**config.mk**
```make
export PLATFORM = sky130hd
export DESIGN_NAME = exec_div_sequencer
export DESIGN_NICKNAME = d
export VERILOG_FILES = /design/src/rtl/exec_div_sequencer.sv
export SDC_FILE = /design/constraint.sdc
export NUM_CORES = 1
export LEC_CHECK = 0
export BUFFER_PORTS_ARGS = -buffer_cell sky130_fd_sc_hd__buf_2
export CORE_AREA = 2 2 39 41
export DETAILED_ROUTE_END_ITERATION = 8
export DIE_AREA = 0 0 41 43
export SYNTH_ARGS = -nofsm -noshare
export SYNTH_HDL_FRONTEND = slang
export SYNTH_SLANG_ARGS = --single-unit
```
**constraint.sdc**
```tcl
create_clock -name clk -period 1.1 [get_ports clk]
set_input_delay 0.22 -clock clk [delete_from_list [all_inputs] [get_ports clk]]
set_output_delay 0.22 -clock clk [all_outputs]
set_load 0.01 [all_outputs]
```
**src/rtl/exec_div_sequencer.sv**
```systemverilog
// rtl/exec_div_sequencer.sv - multi-cycle divide sequencer for the Execute stage (optional watchdog: DIV_TIMEOUT_EN)
module exec_div_sequencer #(
  parameter int TIMEOUT_CYCLES = 24
) (
  input  logic clk,
  input  logic rst,
  input  logic IssueValid,
  input  logic IsDiv,
  input  logic Flush,
  input  logic ExtStall,
  input  logic DivReady,
  output logic DivStart,
  output logic StallOut,
  output logic ResultValid,
  output logic Busy,
  output logic Timeout
);

  typedef enum logic [1:0] {
    S_IDLE  = 2'd0,
    S_START = 2'd1,
    S_WAIT  = 2'd2,
    S_DONE  = 2'd3
  } state_t;

  state_t state_q, state_d;
  logic   launch;
  logic   wd_fire;
  logic   div_start;
  logic   stall_out;
  logic   result_valid;

  // The watchdog limit must fit the 5-bit counter and leave at least two WAIT cycles.
  if ((TIMEOUT_CYCLES < 2) || (TIMEOUT_CYCLES > 31)) begin : g_bad_timeout
    $error("exec_div_sequencer: TIMEOUT_CYCLES must be within 2..31");
  end

  // Next-state and per-state outputs; Flush always takes priority over progress.
  always_comb begin
    launch       = IssueValid & IsDiv & ~Flush & ~ExtStall;
    state_d      = state_q;
    div_start    = 1'b0;
    stall_out    = 1'b0;
    result_valid = 1'b0;
    case (state_q)
      S_IDLE: begin
        stall_out = launch;
        if (launch) state_d = S_START;
      end
      S_START: begin
        div_start = 1'b1;
        stall_out = 1'b1;
        state_d   = Flush ? S_IDLE : S_WAIT;
      end
      S_WAIT: begin
        stall_out = 1'b1;
        if (Flush)                    state_d = S_IDLE;
        else if (DivReady | wd_fire)  state_d = S_DONE;
      end
      S_DONE: begin
        result_valid = ~Flush;
        if (Flush | ~ExtStall) state_d = S_IDLE;
      end
      default: state_d = S_IDLE;
    endcase
  end

  // State register; reset abandons any divide in flight.
  always_ff @(posedge clk) begin
    if (!rst) state_q <= S_IDLE;
    else      state_q <= state_d;
  end

`ifdef DIV_TIMEOUT_EN
  localparam logic [4:0] WdLimit = 5'(TIMEOUT_CYCLES);

  logic [4:0] wd_cnt_q, wd_cnt_d;
  logic       timeout_q, timeout_d;

  // Watchdog: counter restarts in START, counts WAIT cycles, and forces DONE at the limit.
  always_comb begin
    wd_cnt_d  = wd_cnt_q;
    timeout_d = timeout_q;
    wd_fire   = 1'b0;
    if (state_q == S_START) begin
      wd_cnt_d = 5'd0;
    end else if (state_q == S_WAIT) begin
      wd_cnt_d = wd_cnt_q + 5'd1;
      wd_fire  = (wd_cnt_d == WdLimit) & ~DivReady;
      if (wd_fire & ~Flush) timeout_d = 1'b1;
    end
  end

  // Watchdog counter and sticky error flag.
  always_ff @(posedge clk) begin
    if (!rst) begin
      wd_cnt_q  <= 5'd0;
      timeout_q <= 1'b0;
    end else begin
      wd_cnt_q  <= wd_cnt_d;
      timeout_q <= timeout_d;
    end
  end

  assign Timeout = rst & timeout_q;
`else
  assign wd_fire = 1'b0;
  assign Timeout = 1'b0;
`endif

  // All outputs are held low while reset is asserted, whatever the inputs do.
  assign DivStart    = rst & div_start;
  assign StallOut    = rst & stall_out;
  assign ResultValid = rst & result_valid;
  assign Busy        = rst & (state_q != S_IDLE);

endmodule

```
==> results of run 1 <==
==> cells in the mapped netlist (2+ instances only) <==
library cell	count	area (sq um)
a211o_1	2	17.5
dfxtp_1	2	40.0
ha_1	5	62.6
inv_1	2	7.51
nand2_1	2	7.51
nand3_1	2	10.0
nor3b_1	3	22.5
==> timing repair <==
action,in CTS,in global routing
endpoints found under the setup margin,6,6
pin swaps,3,7
gates resized for setup,7,4
hold endpoints to repair,0,0
buffers inserted,5,0
==> per-layer routing <==
| layer | vias up | wire [um] |
|---|---|---|
| met5 | - | 0 |
| li1 | 154 | - |
| met1 | 146 | 317 |
| met4 | 0 | 0 |
| met2 | 12 | 370 |
| met3 | 0 | 60 |
==> per-stage QoR <==
step           setup TNS [ns]  utilization, %  power, uW  hold slack [ns]  setup WS [ns]
6_report                -1.24            35.8        600            0.300         -0.324
5_1_grt                 -1.57            35.8        651            0.301         -0.381
4_1_cts                 -1.38            35.0        610            0.289         -0.351
3_5_place_dp           -0.339            28.2        333            0.532         -0.172
3_3_place_gp           -0.330            28.2        333            0.531         -0.148
2_1_floorplan         -0.0553               -        258            0.350        -0.0356
==> power breakdown <==
group          switching [uW]  internal, uW  leakage, uW
Clock                    43.4           135    0.0000150
Sequential               18.0          87.7    0.0000178
Combinational             136           180     0.000200
==> cells in the final DEF (no fill, tap or decap) <==
cell	count
nand3_2	1
or2b_1	1
buf_6	1
conb_1	1
or2_4	1
ha_1	2
nand2_1	2
buf_4	7
or3b_1	1
dfxtp_4	2
nand4_1	1
a211oi_2	1
clkbuf_1	1
nor3_2	1
nor3b_1	1
clkbuf_4	3
nor3b_2	2
ha_4	2
inv_2	1
a21oi_2	1
ha_2	1
and4bb_1	1
nand3_1	1
nand2b_4	1
buf_2	10
nor2b_1	1
a211o_1	2
and2_1	1
inv_4	1
and3b_2	1
==> kinds of logic after synthesis <==
family                     synth area share, %
adders and majority gates                 23.5
other                                     1.41
and+or+nand+nor                           43.2
buffers and inverters                     5.64
DFF                                       15.0
AOI/OAI and AO/OA                         11.3
==> tightest hold or removal path, delay by kind of cell <==
family	cells	cell delay (ns)
buffers and inverters	1	0.14
and+or+nand+nor	2	0.13
==> how the worst max path moves through the flow <==
stage	start	end	slack [ns]	depth (start not counted)
6_report	state_q[0]	StallOut	-0.32	5
5_1_grt	state_q[0]	StallOut	-0.38	5
4_1_cts	state_q[0]	StallOut	-0.35	5
3_5_place_dp	ExtStall	StallOut	-0.17	5
3_3_place_gp	ExtStall	StallOut	-0.15	5
2_1_floorplan	state_q[1]	StallOut	-0.04	4
==> layout make-up <==
cell class / instances / area share [%]
clock buffers: 4 / 5.30
inverters: 2 / 2.02
multi-input cells: 27 / 56.1
flip-flops and latches: 2 / 9.60
well taps: 16 / 4.04
repair buffers: 18 / 23.0
==> flow_metrics.tcl, run 1 <==
set metrics [dict create \
    place_area_sq_um 390 \
    core-area_sq_um 1380 \
    yosys_warnings 0 \
    rsz0062_at_grt "yes" \
    synthArstFlopShare_pct 0 \
    hold_class "in -> reg" \
    clock_latency_ns 0.22 \
    path_clk_slew_ns 0.03 \
    cts_tree "done" \
    drtIter0Drc 8 \
    dr.pass1.iters 4 \
    grt_pass1_vias 280 \
    place_congestion 0.732 \
    skew_ns 0.00712 \
    synth.yosys.seq_area_share_pct 15.0 \
    regMostFlops "state_q" \
    r2r-end "state_q[0]" \
    cts_buffers 3 \
    synth_cell_types 21 \
    antenna_found_initial 0 \
    use_met3_pct 4.71 \
    cts_max_level 1 \
    io_pins 12 \
    layout_setup_ws_ns -0.324 \
    outcome "complete, but fails checks" \
    globalRouteMet1Util_pct 12.8 \
    p_leak_uw 0.000233 \
    ff_latch_area_sq_um 47.5 \
    fmax_mhz 702 \
    viasPerCell 4.52 \
    synth_area_per_cell_sq_um 8.33 \
    cp-end-kind "output pin" \
    wl_um 748 \
    hold_viol 0 \
    whs_path_depth 3 \
    yosys_most_used_dff "dfxtp_1" \
    design_area_sq_um 495 \
    whs_endpoint "state_q[0]" \
    via_count 312 \
    final-setup-viol-count 6 \
    dp.cells 61 \
    die_w_um 41 \
    crit_path_start_kind "flip-flop" \
    critPathBufInv 2 \
    grt_first_pass_wirelength_um 1180 \
    top_regs "state_q (2)" \
    drive_gt1_share_pct 69.8 \
    post-route-min-period_ns 1.42 \
    vdd_drop_max_mv 0.575 \
    placementRows 14 \
    cts_hold_buf 0 \
    drv_cap 0 \
    fill_cells 146 \
    power.density_nw_per_um2 1210 \
    drt_drc_violations_left 0 \
    met2_usage_pct 14.7 \
    slowest_stage "dfxtp_4" \
    io_buffers 10 \
    final_antenna_net_count 0 \
    violations "negative setup slack" \
    crit_chain "inv_4 -> ha_4 -> a21oi_2 -> nor3b_2 -> buf_2" \
    multiInputGateArea_sq_um 278 \
    r2r_slack_ns -0.11 \
    rr_startpoint "state_q[0]" \
    areaGrowthSynthToFinish_pct 85.9 \
    netlist_area_sq_um 267 \
    start_util_pct 19.3 \
    critPathKind "reg -> out" \
    syn_nets 44 \
    finalMaxSlewViolations 0 \
    place_hpwl_um 495 \
    die_area_sq_um 1760 \
    die_y_um 43 \
    cp_max_fo 4 \
    finalNetCount 66 \
    root_buffer "clkbuf_4" \
    diodes 0 \
    grt_use_total_pct 9.92 \
    hp-start "rst" \
    overflow 0 \
    reg2regPathDepth 6 \
    crit_required_ns 0.88 \
    crit_family "flip-flops" \
    cts_sinks 2 \
    ys_ff_latch 2 \
    grt.busiest_layer "met2" \
    fin_cells 69 \
    fin_crit_sh_pct 129 \
    synth_edf_count 0 \
    synth_cells 32 \
    critPathMaxStageDelay_ns 0.37 \
    cp.arrival_ns 1.20 \
    clockBufferDepth 2 \
    largest_reg_flops 2 \
    wl_per_cell_um 10.8 \
    grt_max_degree 8 \
]
No activity file was read; power rests on OpenSTA's default activity.
==> inputs of run 2 (changes only) <==
--- a/config.mk
+++ b/config.mk
@@ -9,6 +9,7 @@
 export CORE_AREA = 2 2 39 41
 export DETAILED_ROUTE_END_ITERATION = 8
 export DIE_AREA = 0 0 41 43
+export PLACE_DENSITY_LB_ADDON = 0.2
 export SYNTH_ARGS = -nofsm -noshare
 export SYNTH_HDL_FRONTEND = slang
 export SYNTH_SLANG_ARGS = --single-unit
==> constraint.sdc (replaced) <==
create_clock -name clk -period 1.75 [get_ports clk]
set_input_delay 0.35 -clock clk [delete_from_list [all_inputs] [get_ports clk]]
set_output_delay 0.35 -clock clk [all_outputs]
set_load 0.01 [all_outputs]
==> run 2 against run 1 <==
Compared with the run above: first-iteration DRC count down 50%; sequential power is 47% lower; the flow now finishes without violations; worst hold slack improved by 0.14 ns; largest cell class unchanged; clock skew is 0.0018 ns lower; critical path depth unchanged; total power fell by 54%; setup slack improved by 0.45 ns; combinational power down 62%; via count shrank 14%; final area shrank 26%; count of clock-buffer cells in the layout is 1 lower.
==> flow_metrics.tcl, run 2 (synthesis gave the netlist of run 1 again) <==
set metrics [dict create \
    place_area_sq_um 344 \
    hold_class "in -> reg" \
    finalNetCount 60 \
    grt_max_degree 8 \
    cp_max_fo 2 \
    post_cts_buffers 0 \
    diodes 0 \
    critPathMaxStageDelay_ns 0.33 \
    drv_cap 0 \
    cp.arrival_ns 1.28 \
    top_regs "state_q (2)" \
    skew_ns 0.00529 \
    crit_required_ns 1.40 \
    start_util_pct 19.3 \
    hold_viol 0 \
    cts_buffers 3 \
    grt_first_pass_wirelength_um 1000 \
    p_leak_uw 0.000185 \
    layout_setup_ws_ns 0.121 \
    die_w_um 41 \
    finalMaxSlewViolations 0 \
    grt_pass1_vias 239 \
    dp.cells 59 \
    drive_gt1_share_pct 39.1 \
    largest_reg_flops 2 \
    design_area_sq_um 369 \
    drt_drc_violations_left 0 \
    wl_per_cell_um 9.94 \
    viasPerCell 4.32 \
    final-setup-viol-count 0 \
    crit_path_start_kind "flip-flop" \
    final_antenna_net_count 0 \
    path_clk_slew_ns 0.03 \
    dp_slack_ns 0.215 \
    slowest_stage "dfxtp_1" \
    areaGrowthSynthToFinish_pct 38.5 \
    dr.pass1.iters 3 \
    mostFrequentLayoutCells "10 x buf_2, 4 x ha_1, 3 x nor3b_1, 3 x clkbuf_4" \
    fmax_mhz 614 \
    regMostFlops "state_q" \
    cp-end-kind "output pin" \
    outcome "complete, no violations" \
    wl_um 616 \
    post_cts_resized 0 \
    crit_chain "inv_1 -> ha_2 -> a21oi_1 -> nor3b_1 -> buf_2" \
    power.density_nw_per_um2 754 \
    fin_crit_sh_pct 93.1 \
    root_buffer "clkbuf_4" \
    vdd_drop_max_mv 0.329 \
    drtIter0Drc 4 \
    core-area_sq_um 1380 \
    overflow 0 \
    cts_sinks 2 \
    cts_hold_buf 0 \
    antenna_found_initial 0 \
    clockBufferDepth 2 \
    cts_max_level 1 \
    mostFrequentLayoutCell "buf_2" \
    fin_cells 62 \
    die_y_um 43 \
    grt_use_total_pct 8.41 \
    crit_family "flip-flops" \
    fin_setup_tns_ns 0 \
    io_pins 12 \
    cts_tree "done" \
    post-route-min-period_ns 1.63 \
    via_count 268 \
    placementRows 14 \
    place_hpwl_um 488 \
    critPathBufInv 2 \
    rsz0062_at_grt "no" \
    place_congestion 0.701 \
    clock_latency_ns 0.23 \
    critPathKind "reg -> out" \
    io_buffers 10 \
    die_area_sq_um 1760 \
]
## run 2: worst paths after layout
path	startpoint	endpoint	slack [ns]	cells past startpoint
max	state_q[1]	StallOut	0.12	5
min	rst	state_q[0]	0.44	3
max reg2reg	state_q[1]	state_q[1]	0.53	5
min reg2reg	state_q[0]	state_q[0]	0.67	3
## run 2: routing by layer
layer / track usage [%] / part of all wire, % / vias to the layer above
li1: - / - / 142
met3: 4.71 / 9.9 / 0
met1: 12.7 / 52 / 114
met4: 2.00 / 0 / 0
met2: 10.0 / 38 / 12
met5: 0 / 0 / -
## run 2: cell type report
type                    instances  area, sq um
flip-flops and latches          2         40.0
clock buffers                   3         22.5
well taps                      16         20.0
multi-input cells              27          214
repair buffers                 12         65.1
fillers                       159         1010
inverters                       2         7.51
## run 2: through the flow
stage / total power [uW] / utilization [%] / hold WS [ns]
after CTS: 283 / 26.5 / 0.435
final: 278 / 26.7 / 0.436
after global routing: 305 / 26.7 / 0.454
after floorplan: 133 / - / 0.490
after detailed placement: 175 / 24.9 / 0.675
after global placement: 176 / 24.9 / 0.675
## run 2: report_power, final
part / switching [uW] / total [uW] / internal [uW] / leakage (uW)
Sequential: 3.33 / 56.3 / 52.9 / 0.0000163
Clock: 27.6 / 103 / 75.8 / 0.0000138
Combinational: 59.3 / 119 / 59.4 / 0.000155
## run 2: worst register-to-register path, stage by stage, from the launching register on
cell	delay, ns
dfxtp_1	0.30
buf_4	0.14
ha_1	0.20
or2_2	0.30
nand4_1	0.09
nand3_1	0.06
==> inputs of run 3 (changes only) <==
==> constraint.sdc (replaced) <==
create_clock -name clk -period 1.35 [get_ports clk]
set_input_delay 0.27 -clock clk [delete_from_list [all_inputs] [get_ports clk]]
set_output_delay 0.27 -clock clk [all_outputs]
set_load 0.01 [all_outputs]
==> run 3 against run 2 <==
Compared with the run above: the run now ends with negative setup slack left; global-route usage up 0.51 points; sequential cell count did not move; critical path depth stayed put; first-iteration DRC count decreased by 25%; sequential share of layout area fell by 1.6 points; die area stayed put; routed wire length rose by 8.6%; clock skew down 0.0012 ns; count of clock-buffer cells in the layout did not move; register-to-register slack got worse by 0.46 ns; final area rose by 25%; total power rose by 57%; critical path type unchanged.
==> flow_metrics.tcl, run 3 (synthesis gave the netlist of run 1 again) <==
set metrics [dict create \
    regMostFlops "state_q" \
    die_y_um 43 \
    layout_setup_ws_ns -0.102 \
    crit_path_start_kind "flip-flop" \
    mostFrequentLayoutCells "9 x buf_2, 9 x buf_4, 3 x ha_1, 3 x clkbuf_4" \
    p_leak_uw 0.000223 \
    vdd_drop_max_mv 0.356 \
    root_buffer "clkbuf_4" \
    cp_max_fo 3 \
    grt_pass1_vias 271 \
    via_count 305 \
    design_area_sq_um 462 \
    placementRows 14 \
    fin_crit_sh_pct 108 \
    cts_buffers 3 \
    overflow 0 \
    top_regs "state_q (2)" \
    seq_power_share_pct 17.9 \
    outcome "complete, but fails checks" \
    violations "negative setup slack" \
    die_w_um 41 \
    die_area_sq_um 1760 \
    dr.pass1.iters 2 \
    cts_sinks 2 \
    cp.arrival_ns 1.18 \
    skew_ns 0.00411 \
    swShare_pct 32.1 \
    critPathKind "reg -> out" \
    r2r-end "state_q[0]" \
    place_congestion 0.665 \
    clock_latency_ns 0.23 \
    post-route-min-period_ns 1.45 \
    antenna_found_initial 0 \
    drive_gt1_share_pct 60.4 \
    power_frac_comb_pct 51.6 \
    rsz0062_at_grt "yes" \
    final-setup-viol-count 3 \
    wl_per_cell_um 9.70 \
    viasPerCell 4.42 \
    crit_required_ns 1.08 \
    largest_reg_flops 2 \
    whs_endpoint "state_q[0]" \
    fin_cells 69 \
    place_hpwl_um 517 \
    whs_path_depth 3 \
    drv_cap 0 \
    cp-end-kind "output pin" \
    diodes 0 \
    fmax_mhz 689 \
    power.density_nw_per_um2 945 \
    reg2regPathDepth 7 \
    grt_first_pass_wirelength_um 1040 \
    core-area_sq_um 1380 \
    cts_max_level 1 \
    grt_max_degree 8 \
    cts_hold_buf 0 \
    dp.cells 65 \
    wl_um 669 \
    drtIter0Drc 3 \
    grt_use_total_pct 8.92 \
    cts_tree "done" \
    hp-start "rst" \
    start_util_pct 19.3 \
    io_pins 12 \
    power.net_switching_uw 140 \
    clockBufferDepth 2 \
    hold_class "in -> reg" \
    clock_power_share_pct 30.5 \
    io_buffers 10 \
    rr_startpoint "state_q[1]" \
    place_area_sq_um 394 \
    drt_drc_violations_left 0 \
    path_clk_slew_ns 0.03 \
    r2r_slack_ns 0.07 \
    final_antenna_net_count 0 \
    internal-power_uw 296 \
    hold_ws_ns 0.333 \
    hold_viol 0 \
    finalMaxSlewViolations 0 \
    finalNetCount 67 \
    areaGrowthSynthToFinish_pct 73.2 \
]
[run 3: changes by cell type in the layout (fill, tap and decap cells not counted), sizes merged]
cell and change:
buf +7
[run 3: final cells by class]
type,count,area [sq um]
repair buffers,19,124
inverters,2,7.51
clock buffers,3,22.5
multi-input cells,27,245
fillers,158,922
well taps,16,20.0
flip-flops and latches,2,42.5
[run 3: through the flow]
stage               setup TNS [ns]  util (%)  power (uW)  worst slack (ns)
floorplan                        0         -         175            0.0852
global placement                 0      28.5         262            0.0211
global route                -0.426      33.4         479            -0.179
detailed placement               0      28.5         257           0.00570
finish                      -0.250      33.4         436            -0.102
CTS                         -0.313      32.8         433            -0.122
[run 3: power by group through the flow]
stage          combinational (uW)  clock, uW  sequential [uW]
2_1_floorplan                94.6          0             80.4
3_3_place_gp                  186          0             75.9
3_5_place_dp                  181          0             75.5
4_1_cts                       209        146             78.4
5_1_grt                       250        150             78.8
6_report                      225        133             78.1
[run 3: repair_timing]
| action | in CTS | in global routing |
|---|---|---|
| gates resized for setup | 9 | 0 |
| endpoints found under the setup margin | 4 | 4 |
| buffers inserted | 0 | 1 |
| pin swaps | 1 | 1 |
[run 3: metal layers]
metal	vias to the layer above	routed length (um)	track usage (%)
met1	141	260	9.27
met5	-	0	0
met3	0	49	4.71
li1	156	-	-
met2	8	360	14.1
met4	0	0	4.00
[run 3: how the worst max path moves through the flow]
stage | startpoint | endpoint | slack (ns)
floorplan | state_q[0] | StallOut | 0.09
global placement | ExtStall | StallOut | 0.02
detailed placement | ExtStall | StallOut | 0.006
CTS | state_q[0] | StallOut | -0.12
global route | state_q[1] | StallOut | -0.18
finish | state_q[1] | StallOut | -0.10
[run 3: critical path: stages (launching register included)]
cell	delay, ns
dfxtp_2	0.33
inv_2	0.06
ha_4	0.26
a21oi_2	0.03
nor3b_2	0.14
buf_2	0.14
